===== config.mk =====
export PLATFORM = sky130hd
export DESIGN_NAME = id_stage_sb_flat
export DESIGN_NICKNAME = d
export VERILOG_FILES = /design/src/rtl/id_stage_sb_if.sv /design/src/rtl/id_stage_sb.sv /design/src/flat_wrapper.sv
export SDC_FILE = /design/constraint.sdc
export NUM_CORES = 2
export LEC_CHECK = 0
export ABC_AREA = 1
export CORE_MARGIN = 2
export CORE_UTILIZATION = 45
export CTS_BUF_LIST = sky130_fd_sc_hd__clkbuf_4 sky130_fd_sc_hd__clkbuf_8
export CTS_CLUSTER_DIAMETER = 40
export DETAILED_ROUTE_END_ITERATION = 10
export PLACE_DENSITY_LB_ADDON = 0.3
export SLEW_MARGIN = 30
export SYNTH_ARGS = -nofsm -noshare
export SYNTH_HDL_FRONTEND = slang
export SYNTH_SLANG_ARGS = --single-unit

===== constraint.sdc =====
create_clock -name clk -period 2.23 [get_ports clk]
set_clock_uncertainty 0.2 [all_clocks]
set_input_delay 0.223 -clock clk [delete_from_list [all_inputs] [get_ports clk]]
set_output_delay 0.223 -clock clk [all_outputs]
set_load 0.01 [all_outputs]

===== src/rtl/id_stage_sb_if.sv =====
// ID-stage signal bundle: IF/ID inputs, write-back port, downstream control and ID/EX outputs.
// master drives the ID/WB/control side; slave is the decode stage itself.
interface id_stage_sb_if #(
   parameter int unsigned XLEN = 32,
   parameter int unsigned NREG = 32
);
   localparam int unsigned AW = $clog2(NREG);

   logic            valid_id;
   logic [31:0]     Instruction_id;
   logic [XLEN-1:0] PC_id;
   logic            RegWrite_wb;
   logic [AW-1:0]   rdAddr_wb;
   logic [XLEN-1:0] RegWriteData_wb;
   logic            flush;
   logic            hold_ex;
   logic            Stall;
   logic            IFWrite;
   logic            valid_ex;
   logic [31:0]     Instruction_ex;
   logic [XLEN-1:0] PC_ex;
   logic [XLEN-1:0] rs1Data_ex;
   logic [XLEN-1:0] rs2Data_ex;
   logic [AW-1:0]   rs1Addr_ex;
   logic [AW-1:0]   rs2Addr_ex;
   logic [AW-1:0]   rdAddr_ex;
   logic            MemRead_ex;

   modport master (
      output valid_id, Instruction_id, PC_id, RegWrite_wb, rdAddr_wb, RegWriteData_wb,
             flush, hold_ex,
      input  Stall, IFWrite, valid_ex, Instruction_ex, PC_ex, rs1Data_ex, rs2Data_ex,
             rs1Addr_ex, rs2Addr_ex, rdAddr_ex, MemRead_ex
   );

   modport slave (
      input  valid_id, Instruction_id, PC_id, RegWrite_wb, rdAddr_wb, RegWriteData_wb,
             flush, hold_ex,
      output Stall, IFWrite, valid_ex, Instruction_ex, PC_ex, rs1Data_ex, rs2Data_ex,
             rs1Addr_ex, rs2Addr_ex, rdAddr_ex, MemRead_ex
   );
endinterface


===== src/rtl/id_stage_sb.sv =====
// Decode stage: register file with write-back bypass, per-register load scoreboard for
// load-use stalls, and the ID/EX pipeline register with bubble insertion and hold.
module id_stage_sb #(
   parameter int unsigned XLEN     = 32,
   parameter int unsigned NREG     = 32,
   parameter int unsigned LOAD_LAT = 1
) (
   input logic          clk,
   input logic          rst_n,
   id_stage_sb_if.slave bus
);
   localparam int unsigned AW = $clog2(NREG);
   localparam int unsigned CW = $clog2(LOAD_LAT + 1);
   localparam logic [CW-1:0] LatCnt = CW'(LOAD_LAT);

   localparam logic [6:0] OpLoad   = 7'b0000011;
   localparam logic [6:0] OpLui    = 7'b0110111;
   localparam logic [6:0] OpAuipc  = 7'b0010111;
   localparam logic [6:0] OpJal    = 7'b1101111;
   localparam logic [6:0] OpReg    = 7'b0110011;
   localparam logic [6:0] OpStore  = 7'b0100011;
   localparam logic [6:0] OpBranch = 7'b1100011;

   typedef struct packed {
      logic            valid;
      logic [31:0]     instr;
      logic [XLEN-1:0] pc;
      logic [XLEN-1:0] rs1_data;
      logic [XLEN-1:0] rs2_data;
      logic [AW-1:0]   rs1;
      logic [AW-1:0]   rs2;
      logic [AW-1:0]   rd;
      logic            mem_read;
   } ex_t;

   logic [6:0]      opcode;
   logic [AW-1:0]   rs1, rs2, rd;
   logic            uses_rs1, uses_rs2, is_load;
   logic            hazard, stall, issue;
   logic [XLEN-1:0] rs1_data, rs2_data;
   logic [XLEN-1:0] rf_q [NREG];
   logic [CW-1:0]   pend_q [NREG];
   logic [CW-1:0]   pend_d [NREG];
   ex_t             ex_q, ex_d;

   assign opcode   = bus.Instruction_id[6:0];
   assign rs1      = bus.Instruction_id[15 +: AW];
   assign rs2      = bus.Instruction_id[20 +: AW];
   assign rd       = bus.Instruction_id[7 +: AW];
   assign uses_rs1 = !(opcode == OpLui || opcode == OpAuipc || opcode == OpJal);
   assign uses_rs2 = (opcode == OpReg) || (opcode == OpStore) || (opcode == OpBranch);
   assign is_load  = (opcode == OpLoad);

   // Write-through lets a same-cycle WB value reach the operand captured into EX.
   function automatic logic [XLEN-1:0] read_reg(input logic [AW-1:0] addr);
      if (addr == '0) return '0;
      if (bus.RegWrite_wb && bus.rdAddr_wb == addr) return bus.RegWriteData_wb;
      return rf_q[addr];
   endfunction

   assign rs1_data = read_reg(rs1);
   assign rs2_data = read_reg(rs2);

   assign hazard = (uses_rs1 && rs1 != '0 && pend_q[rs1] != '0) ||
                   (uses_rs2 && rs2 != '0 && pend_q[rs2] != '0);
   assign stall  = bus.valid_id && !bus.flush && hazard;
   assign issue  = bus.valid_id && !bus.flush && !stall && !bus.hold_ex;

   assign bus.Stall   = stall;
   assign bus.IFWrite = !stall && !bus.hold_ex;

   always_ff @(posedge clk or negedge rst_n) begin
      if (!rst_n) begin
         for (int unsigned i = 0; i < NREG; i++) rf_q[i] <= '0;
      end else if (bus.RegWrite_wb && bus.rdAddr_wb != '0) begin
         rf_q[bus.rdAddr_wb] <= bus.RegWriteData_wb;
      end
   end

   // A load issuing this cycle reloads its counter, overriding the per-cycle decrement.
   always_comb begin
      for (int unsigned r = 0; r < NREG; r++) begin
         pend_d[r] = pend_q[r];
         if (!bus.hold_ex && pend_q[r] != '0) pend_d[r] = pend_q[r] - 1'b1;
         if (issue && is_load && rd != '0 && AW'(r) == rd) pend_d[r] = LatCnt;
      end
      pend_d[0] = '0;
   end

   always_ff @(posedge clk or negedge rst_n) begin
      if (!rst_n) begin
         for (int unsigned i = 0; i < NREG; i++) pend_q[i] <= '0;
      end else begin
         for (int unsigned i = 0; i < NREG; i++) pend_q[i] <= pend_d[i];
      end
   end

   always_comb begin
      ex_d = ex_q;
      if (!bus.hold_ex) begin
         ex_d = '0;
         if (issue) begin
            ex_d.valid    = 1'b1;
            ex_d.instr    = bus.Instruction_id;
            ex_d.pc       = bus.PC_id;
            ex_d.rs1_data = rs1_data;
            ex_d.rs2_data = rs2_data;
            ex_d.rs1      = rs1;
            ex_d.rs2      = rs2;
            ex_d.rd       = rd;
            ex_d.mem_read = is_load;
         end
      end
   end

   always_ff @(posedge clk or negedge rst_n) begin
      if (!rst_n) ex_q <= '0;
      else        ex_q <= ex_d;
   end

   assign bus.valid_ex       = ex_q.valid;
   assign bus.Instruction_ex = ex_q.instr;
   assign bus.PC_ex          = ex_q.pc;
   assign bus.rs1Data_ex     = ex_q.rs1_data;
   assign bus.rs2Data_ex     = ex_q.rs2_data;
   assign bus.rs1Addr_ex     = ex_q.rs1;
   assign bus.rs2Addr_ex     = ex_q.rs2;
   assign bus.rdAddr_ex      = ex_q.rd;
   assign bus.MemRead_ex     = ex_q.mem_read;
endmodule


===== src/flat_wrapper.sv =====
// flat-port wrapper written by rule: the top's interface ports become plain ports
module id_stage_sb_flat 
#(
   parameter int unsigned XLEN     = 32,
   parameter int unsigned NREG     = 32,
   parameter int unsigned LOAD_LAT = 1
)
  (clk, rst_n, bus_valid_id, bus_Instruction_id, bus_PC_id, bus_RegWrite_wb, bus_rdAddr_wb, bus_RegWriteData_wb, bus_flush, bus_hold_ex, bus_Stall, bus_IFWrite, bus_valid_ex, bus_Instruction_ex, bus_PC_ex, bus_rs1Data_ex, bus_rs2Data_ex, bus_rs1Addr_ex, bus_rs2Addr_ex, bus_rdAddr_ex, bus_MemRead_ex);
  id_stage_sb_if #(.XLEN(XLEN), .NREG(NREG)) bus_i ();
  input logic clk;
  input logic rst_n;
  input wire logic [$bits(bus_i.valid_id)-1:0] bus_valid_id;
  input wire logic [$bits(bus_i.Instruction_id)-1:0] bus_Instruction_id;
  input wire logic [$bits(bus_i.PC_id)-1:0] bus_PC_id;
  input wire logic [$bits(bus_i.RegWrite_wb)-1:0] bus_RegWrite_wb;
  input wire logic [$bits(bus_i.rdAddr_wb)-1:0] bus_rdAddr_wb;
  input wire logic [$bits(bus_i.RegWriteData_wb)-1:0] bus_RegWriteData_wb;
  input wire logic [$bits(bus_i.flush)-1:0] bus_flush;
  input wire logic [$bits(bus_i.hold_ex)-1:0] bus_hold_ex;
  output wire logic [$bits(bus_i.Stall)-1:0] bus_Stall;
  output wire logic [$bits(bus_i.IFWrite)-1:0] bus_IFWrite;
  output wire logic [$bits(bus_i.valid_ex)-1:0] bus_valid_ex;
  output wire logic [$bits(bus_i.Instruction_ex)-1:0] bus_Instruction_ex;
  output wire logic [$bits(bus_i.PC_ex)-1:0] bus_PC_ex;
  output wire logic [$bits(bus_i.rs1Data_ex)-1:0] bus_rs1Data_ex;
  output wire logic [$bits(bus_i.rs2Data_ex)-1:0] bus_rs2Data_ex;
  output wire logic [$bits(bus_i.rs1Addr_ex)-1:0] bus_rs1Addr_ex;
  output wire logic [$bits(bus_i.rs2Addr_ex)-1:0] bus_rs2Addr_ex;
  output wire logic [$bits(bus_i.rdAddr_ex)-1:0] bus_rdAddr_ex;
  output wire logic [$bits(bus_i.MemRead_ex)-1:0] bus_MemRead_ex;
  assign bus_i.valid_id = bus_valid_id;
  assign bus_i.Instruction_id = bus_Instruction_id;
  assign bus_i.PC_id = bus_PC_id;
  assign bus_i.RegWrite_wb = bus_RegWrite_wb;
  assign bus_i.rdAddr_wb = bus_rdAddr_wb;
  assign bus_i.RegWriteData_wb = bus_RegWriteData_wb;
  assign bus_i.flush = bus_flush;
  assign bus_i.hold_ex = bus_hold_ex;
  assign bus_Stall = bus_i.Stall;
  assign bus_IFWrite = bus_i.IFWrite;
  assign bus_valid_ex = bus_i.valid_ex;
  assign bus_Instruction_ex = bus_i.Instruction_ex;
  assign bus_PC_ex = bus_i.PC_ex;
  assign bus_rs1Data_ex = bus_i.rs1Data_ex;
  assign bus_rs2Data_ex = bus_i.rs2Data_ex;
  assign bus_rs1Addr_ex = bus_i.rs1Addr_ex;
  assign bus_rs2Addr_ex = bus_i.rs2Addr_ex;
  assign bus_rdAddr_ex = bus_i.rdAddr_ex;
  assign bus_MemRead_ex = bus_i.MemRead_ex;
  id_stage_sb #(.XLEN(XLEN), .NREG(NREG), .LOAD_LAT(LOAD_LAT)) u_core (.clk(clk), .rst_n(rst_n), .bus(bus_i));
endmodule

==> impl_metrics.sql <==
INSERT INTO impl_metrics (metric_group, metric, value, unit) VALUES
('run_status', 'status', 'complete, but fails checks', ''),
('run_status', 'violations', 'negative setup slack', ''),
('synthesis', 'synth_top_area_share', '47.1', '%'),
('final_layout', 'multi_input_area', '28400', 'um2'),
('critical_path', 'crit_path_max_delay_family', 'simple AND/OR/NAND/NOR gates', ''),
('grt', 'grt_use_total', '36.0', '%'),
('sta', 'worst_slack', '-0.562', 'ns'),
('sta', 'timing.final.hold_violations', '0', ''),
('critical_path', 'master_of_the_slowest_instance_on_the_critical_path', 'sky130_fd_sc_hd__dfrtp_1', ''),
('placement', 'dp_hpwl', '171000', 'um'),
('critical_path', 'reg2reg_depth', '16', ''),
('route', 'via_count', '65800', ''),
('route', 'route.final.wire_length', '264000', 'um'),
('grt', 'grtUsageMet1', '47.6', '%'),
('power_and_ir_drop', 'p_comb_share', '19.7', '%'),
('power_and_ir_drop', 'power_density', '804', 'nW/um2'),
('critical_path', 'worst-setup-path-type', 'flip-flop to primary output', ''),
('synthesis', 'syn_inst', '8474', ''),
('worst_hold_path', 'worst_hold_path_type', 'primary input to flip-flop', ''),
('grt', 'grt.overflow.total', '0', ''),
('power_and_ir_drop', 'p_int', '0.0424', 'W'),
('critical_path', 'worst_ep_required_time', '1.81', 'ns'),
('critical_path', 'cp_cell_sequence', 'nand2_1, nand3_1, nand2_1, a21oi_2, nand3_1, nand2_2, nand2_4, a21oi_4, nor2_4, buf_6', ''),
('die', 'coreArea', '139000', 'um2'),
('route', 'drt_iter0_markers', '9525', ''),
('grt', 'grt_most_used_layer', 'met2', ''),
('sta', 'timing.final.setup_violations', '33', ''),
('synthesis', 'ys_ff_latch', '1185', ''),
('grt', 'gr-usage-met3', '9.07', '%'),
('sta', 'rsz_0062_raised_after_global_routing', 'yes', ''),
('clocking', 'cts.clk_slew.worst_paths', '0.06', 'ns'),
('die', 'io_pins', '254', ''),
('synthesis', 'synth-warning-count', '0', ''),
('route', 'first_pass_iters', '7', ''),
('grt', 'global_route_wire_length_before_repair', '388000', 'um'),
('sta', 'max-slew-margin-rel', '49.8', '%'),
('grt', 'antenna_found_initial', '13', ''),
('clocking', 'h-tree-depth', '4', ''),
('die', 'floorplan.initialDensity', '45.3', '%'),
('worst_hold_path', 'whs_endpoint', 'u_core.bus.Instruction_ex[6]$_DFFE_PN0N_', ''),
('grt', 'number_of_global_route_vias_before_repair', '60600', ''),
('synthesis', 'synthesis.nets', '8581', ''),
('synthesis', 'synth.cell_area', '63000', 'um2'),
('final_layout', 'drive_gt1_share', '13.0', '%'),
('final_layout', 'layout-area-overhead-vs-synth', '23.0', '%'),
('critical_path', 'crit_path_end_kind', 'primary output', ''),
('final_layout', 'nNetsFinal', '8944', ''),
('critical_path', 'critical_path.startpoint_type', 'flip-flop', ''),
('clocking', 'num_cts_buffers', '212', ''),
('critical_path', 'reg2reg_to', 'u_core.bus.rs1Data_ex[26]$_DFFE_PN0N_', ''),
('die', 'core.rowCount', '137', ''),
('power_and_ir_drop', 'vdd.ir_drop.worst', '545', 'uV'),
('sta', 'fin_crit', '2.79', 'ns'),
('power_and_ir_drop', 'total_switching_power', '0.0199', 'W'),
('grt', 'grt_max_degree', '89', ''),
('final_layout', 'fillCellCount', '12900', ''),
('power_and_ir_drop', 'p_seq_share', '44.1', '%'),
('sta', 'final_max_slew_violation_count', '0', ''),
('grt', 'groute.layer.met2.usage', '52.4', '%'),
('clocking', 'cts_tree', 'built', ''),
('critical_path', 'ff2ff_setup_slack', '-0.10', 'ns'),
('sta', 'max_clock_freq', '0.358', 'GHz'),
('clocking', 'clock_latency', '0.96', 'ns'),
('clocking', 'cts-root-to-sink-buffers', '3', ''),
('run', 'max_cap_violations', '0', ''),
('route', 'average_wire_length_per_cell_after_detail_routing', '24.2', 'um'),
('worst_hold_path', 'hold_depth', '6', ''),
('final_layout', 'finish.instance_area', '77500', 'um2'),
('synthesis', 'netlist.top_cell.by_area', 'sky130_fd_sc_hd__dfrtp_1', ''),
('power_and_ir_drop', 'pwr-share-clk', '36.2', '%'),
('final_layout', 'sequential_cell_area', '29700', 'um2');
[power by group through the flow]
stage | combinational (W) | clock [W] | sequential, W
global placement | 0.0115 | 0 | 0.0275
floorplan | 0.00735 | 0 | 0.0271
CTS | 0.0120 | 0.0227 | 0.0273
global route | 0.0137 | 0.0237 | 0.0278
finish | 0.0123 | 0.0225 | 0.0275
detailed placement | 0.0118 | 0 | 0.0277
[worst min-delay path, stage by stage]
cell and delay [ns]:
sky130_fd_sc_hd__clkdlybuf4s50_1 0.39, sky130_fd_sc_hd__nand2_1 0.14, sky130_fd_sc_hd__nor2_1 0.09, sky130_fd_sc_hd__nand3_4 0.10, sky130_fd_sc_hd__buf_6 0.14, sky130_fd_sc_hd__o21ai_0 0.08
[cells in the mapped netlist]
| cell type | number |
|---|---|
| sky130_fd_sc_hd__inv_2 | 9 |
| sky130_fd_sc_hd__nand2_1 | 2156 |
| sky130_fd_sc_hd__o21ai_1 | 29 |
| sky130_fd_sc_hd__buf_2 | 245 |
| sky130_fd_sc_hd__nand3_1 | 512 |
| sky130_fd_sc_hd__nand4_1 | 45 |
| sky130_fd_sc_hd__a221oi_1 | 1 |
| sky130_fd_sc_hd__nor4_2 | 1 |
| sky130_fd_sc_hd__o31ai_1 | 1 |
| sky130_fd_sc_hd__a21oi_1 | 635 |
| sky130_fd_sc_hd__o22ai_1 | 35 |
| sky130_fd_sc_hd__buf_4 | 40 |
| sky130_fd_sc_hd__a211oi_1 | 9 |
| sky130_fd_sc_hd__nand3_4 | 1 |
| sky130_fd_sc_hd__nor2_4 | 1 |
| sky130_fd_sc_hd__o21ai_0 | 1897 |
| sky130_fd_sc_hd__nor3_2 | 3 |
| sky130_fd_sc_hd__o211ai_1 | 326 |
| sky130_fd_sc_hd__nor2_1 | 259 |
| sky130_fd_sc_hd__a31oi_1 | 2 |
| sky130_fd_sc_hd__nand3_2 | 1 |
| sky130_fd_sc_hd__nor2_2 | 4 |
| sky130_fd_sc_hd__dfrtp_1 | 1185 |
| sky130_fd_sc_hd__buf_1 | 35 |
| sky130_fd_sc_hd__nand2_2 | 5 |
| sky130_fd_sc_hd__buf_6 | 9 |
| sky130_fd_sc_hd__inv_1 | 495 |
| sky130_fd_sc_hd__clkinv_1 | 21 |
| sky130_fd_sc_hd__clkbuf_1 | 466 |
| sky130_fd_sc_hd__clkbuf_2 | 2 |
| sky130_fd_sc_hd__nor4_4 | 2 |
| sky130_fd_sc_hd__nor3_1 | 42 |
[worst max path at each step]
stage | depth (start not counted) | slack [ns] | start | endpoint
final | 10 | -0.56 | u_core.pend_q[12]$_DFFE_PN0P_ | bus_IFWrite
after global routing | 12 | -0.68 | u_core.pend_q[28]$_DFFE_PN0P_ | bus_IFWrite
after CTS | 10 | -0.59 | u_core.pend_q[2]$_DFFE_PN0P_ | bus_IFWrite
after detailed placement | 9 | -0.52 | bus_Instruction_id[0] | bus_IFWrite
after global placement | 9 | -0.55 | bus_Instruction_id[0] | bus_IFWrite
after floorplan | 14 | 0.23 | bus_Instruction_id[15] | u_core.bus.rs1Data_ex[0]$_DFFE_PN0N_
[layout make-up]
type	instances	area share [%]
Inverter	525	2.57
Clock buffer	325	5.29
Timing Repair Buffer	946	13.4
Clock inverter	60	0.776
Antenna cell	6	0.0194
Sequential cell	1185	38.3
Multi-Input combinational cell	5967	36.6
Tap cell	1876	3.03
[metrics by stage]
step | setup slack (ns) | setup TNS [ns] | total power, W | cells
floorplan | 0.225 | 0 | 0.0344 | 8474
global placement | -0.548 | -120.81 | 0.0390 | 10400
detailed placement | -0.524 | -124.28 | 0.0395 | 10400
CTS | -0.594 | -1.13 | 0.0620 | 10900
global route | -0.685 | -7.45 | 0.0652 | 10900
finish | -0.562 | -2.07 | 0.0623 | 10900
[flip-flops by register name (all words and copies together) (netlist names)]
name	cells
u_core.bus.valid_ex	1
u_core.bus.rdAddr_ex	4
u_core.rf_q	1024
u_core.bus.MemRead_ex	1
u_core.bus.rs1Data_ex	32
u_core.bus.rs2Addr_ex	4
u_core.pend_q	31
u_core.bus.Instruction_ex	20
u_core.bus.PC_ex	32
u_core.bus.rs2Data_ex	32
u_core.bus.rs1Addr_ex	4
[logic make-up (layout without fill, tap and decap cells)]
logic type,after synthesis,in the layout,synth area share [%]
and+or+nand+nor,3032,3032,19.5
AOI/OAI and AO/OA,2935,2935,24.7
buffers and inverters,1322,1856,8.71
DFF,1185,1185,47.1
other,0,6,0
[cells in the final DEF (no fill, tap or decap), types with 9 or more instances in the layout]
cell                              netlist  routed
sky130_fd_sc_hd__clkbuf_8               0     265
sky130_fd_sc_hd__clkdlybuf4s15_1        0      14
sky130_fd_sc_hd__a21oi_1              635     632
sky130_fd_sc_hd__o21ai_0             1897    1885
sky130_fd_sc_hd__nand2_2                5      47
sky130_fd_sc_hd__clkinv_2               0      28
sky130_fd_sc_hd__o22ai_1               35      35
sky130_fd_sc_hd__nand4_1               45      45
sky130_fd_sc_hd__nand3_1              512     467
sky130_fd_sc_hd__o21ai_1               29      41
sky130_fd_sc_hd__nand2_1             2156    2111
sky130_fd_sc_hd__clkinvlp_4             0       9
sky130_fd_sc_hd__nor3_1                42      42
sky130_fd_sc_hd__clkdlybuf4s50_1        0      94
sky130_fd_sc_hd__buf_4                 40     394
sky130_fd_sc_hd__nor2_1               259     256
sky130_fd_sc_hd__dfrtp_1             1185    1156
sky130_fd_sc_hd__a211oi_1               9       9
sky130_fd_sc_hd__buf_6                  9       9
sky130_fd_sc_hd__dfrtp_2                0      29
sky130_fd_sc_hd__inv_1                495     492
sky130_fd_sc_hd__clkinv_1              21      19
sky130_fd_sc_hd__clkbuf_4               0      60
sky130_fd_sc_hd__dlygate4sd2_1          0     123
sky130_fd_sc_hd__inv_2                  9      10
sky130_fd_sc_hd__buf_12                 0     201
sky130_fd_sc_hd__dlygate4sd3_1          0      90
sky130_fd_sc_hd__o211ai_1             326     326
sky130_fd_sc_hd__nand3_2                1      39
[routing by layer]
layer  vias up  part of all wire [%]
li1      29200                     -
met1     31300                    38
met2      4406                    42
met3       940                    12
met4        10                   7.2
met5         -                 0.022
[what timing repair did]
| item | 4_1_cts | 5_1_grt |
|---|---|---|
| pin swaps | 14 | 35 |
| hold endpoints to repair | 1462 | 0 |
| buffers inserted | 5 | 7 |
| gates cloned | 0 | 4 |
| hold buffers | 91 | 0 |
| endpoints found under the setup margin | 193 | 148 |
| gates resized for setup | 228 | 107 |
Note: power is estimated with default switching activity, not from simulation.
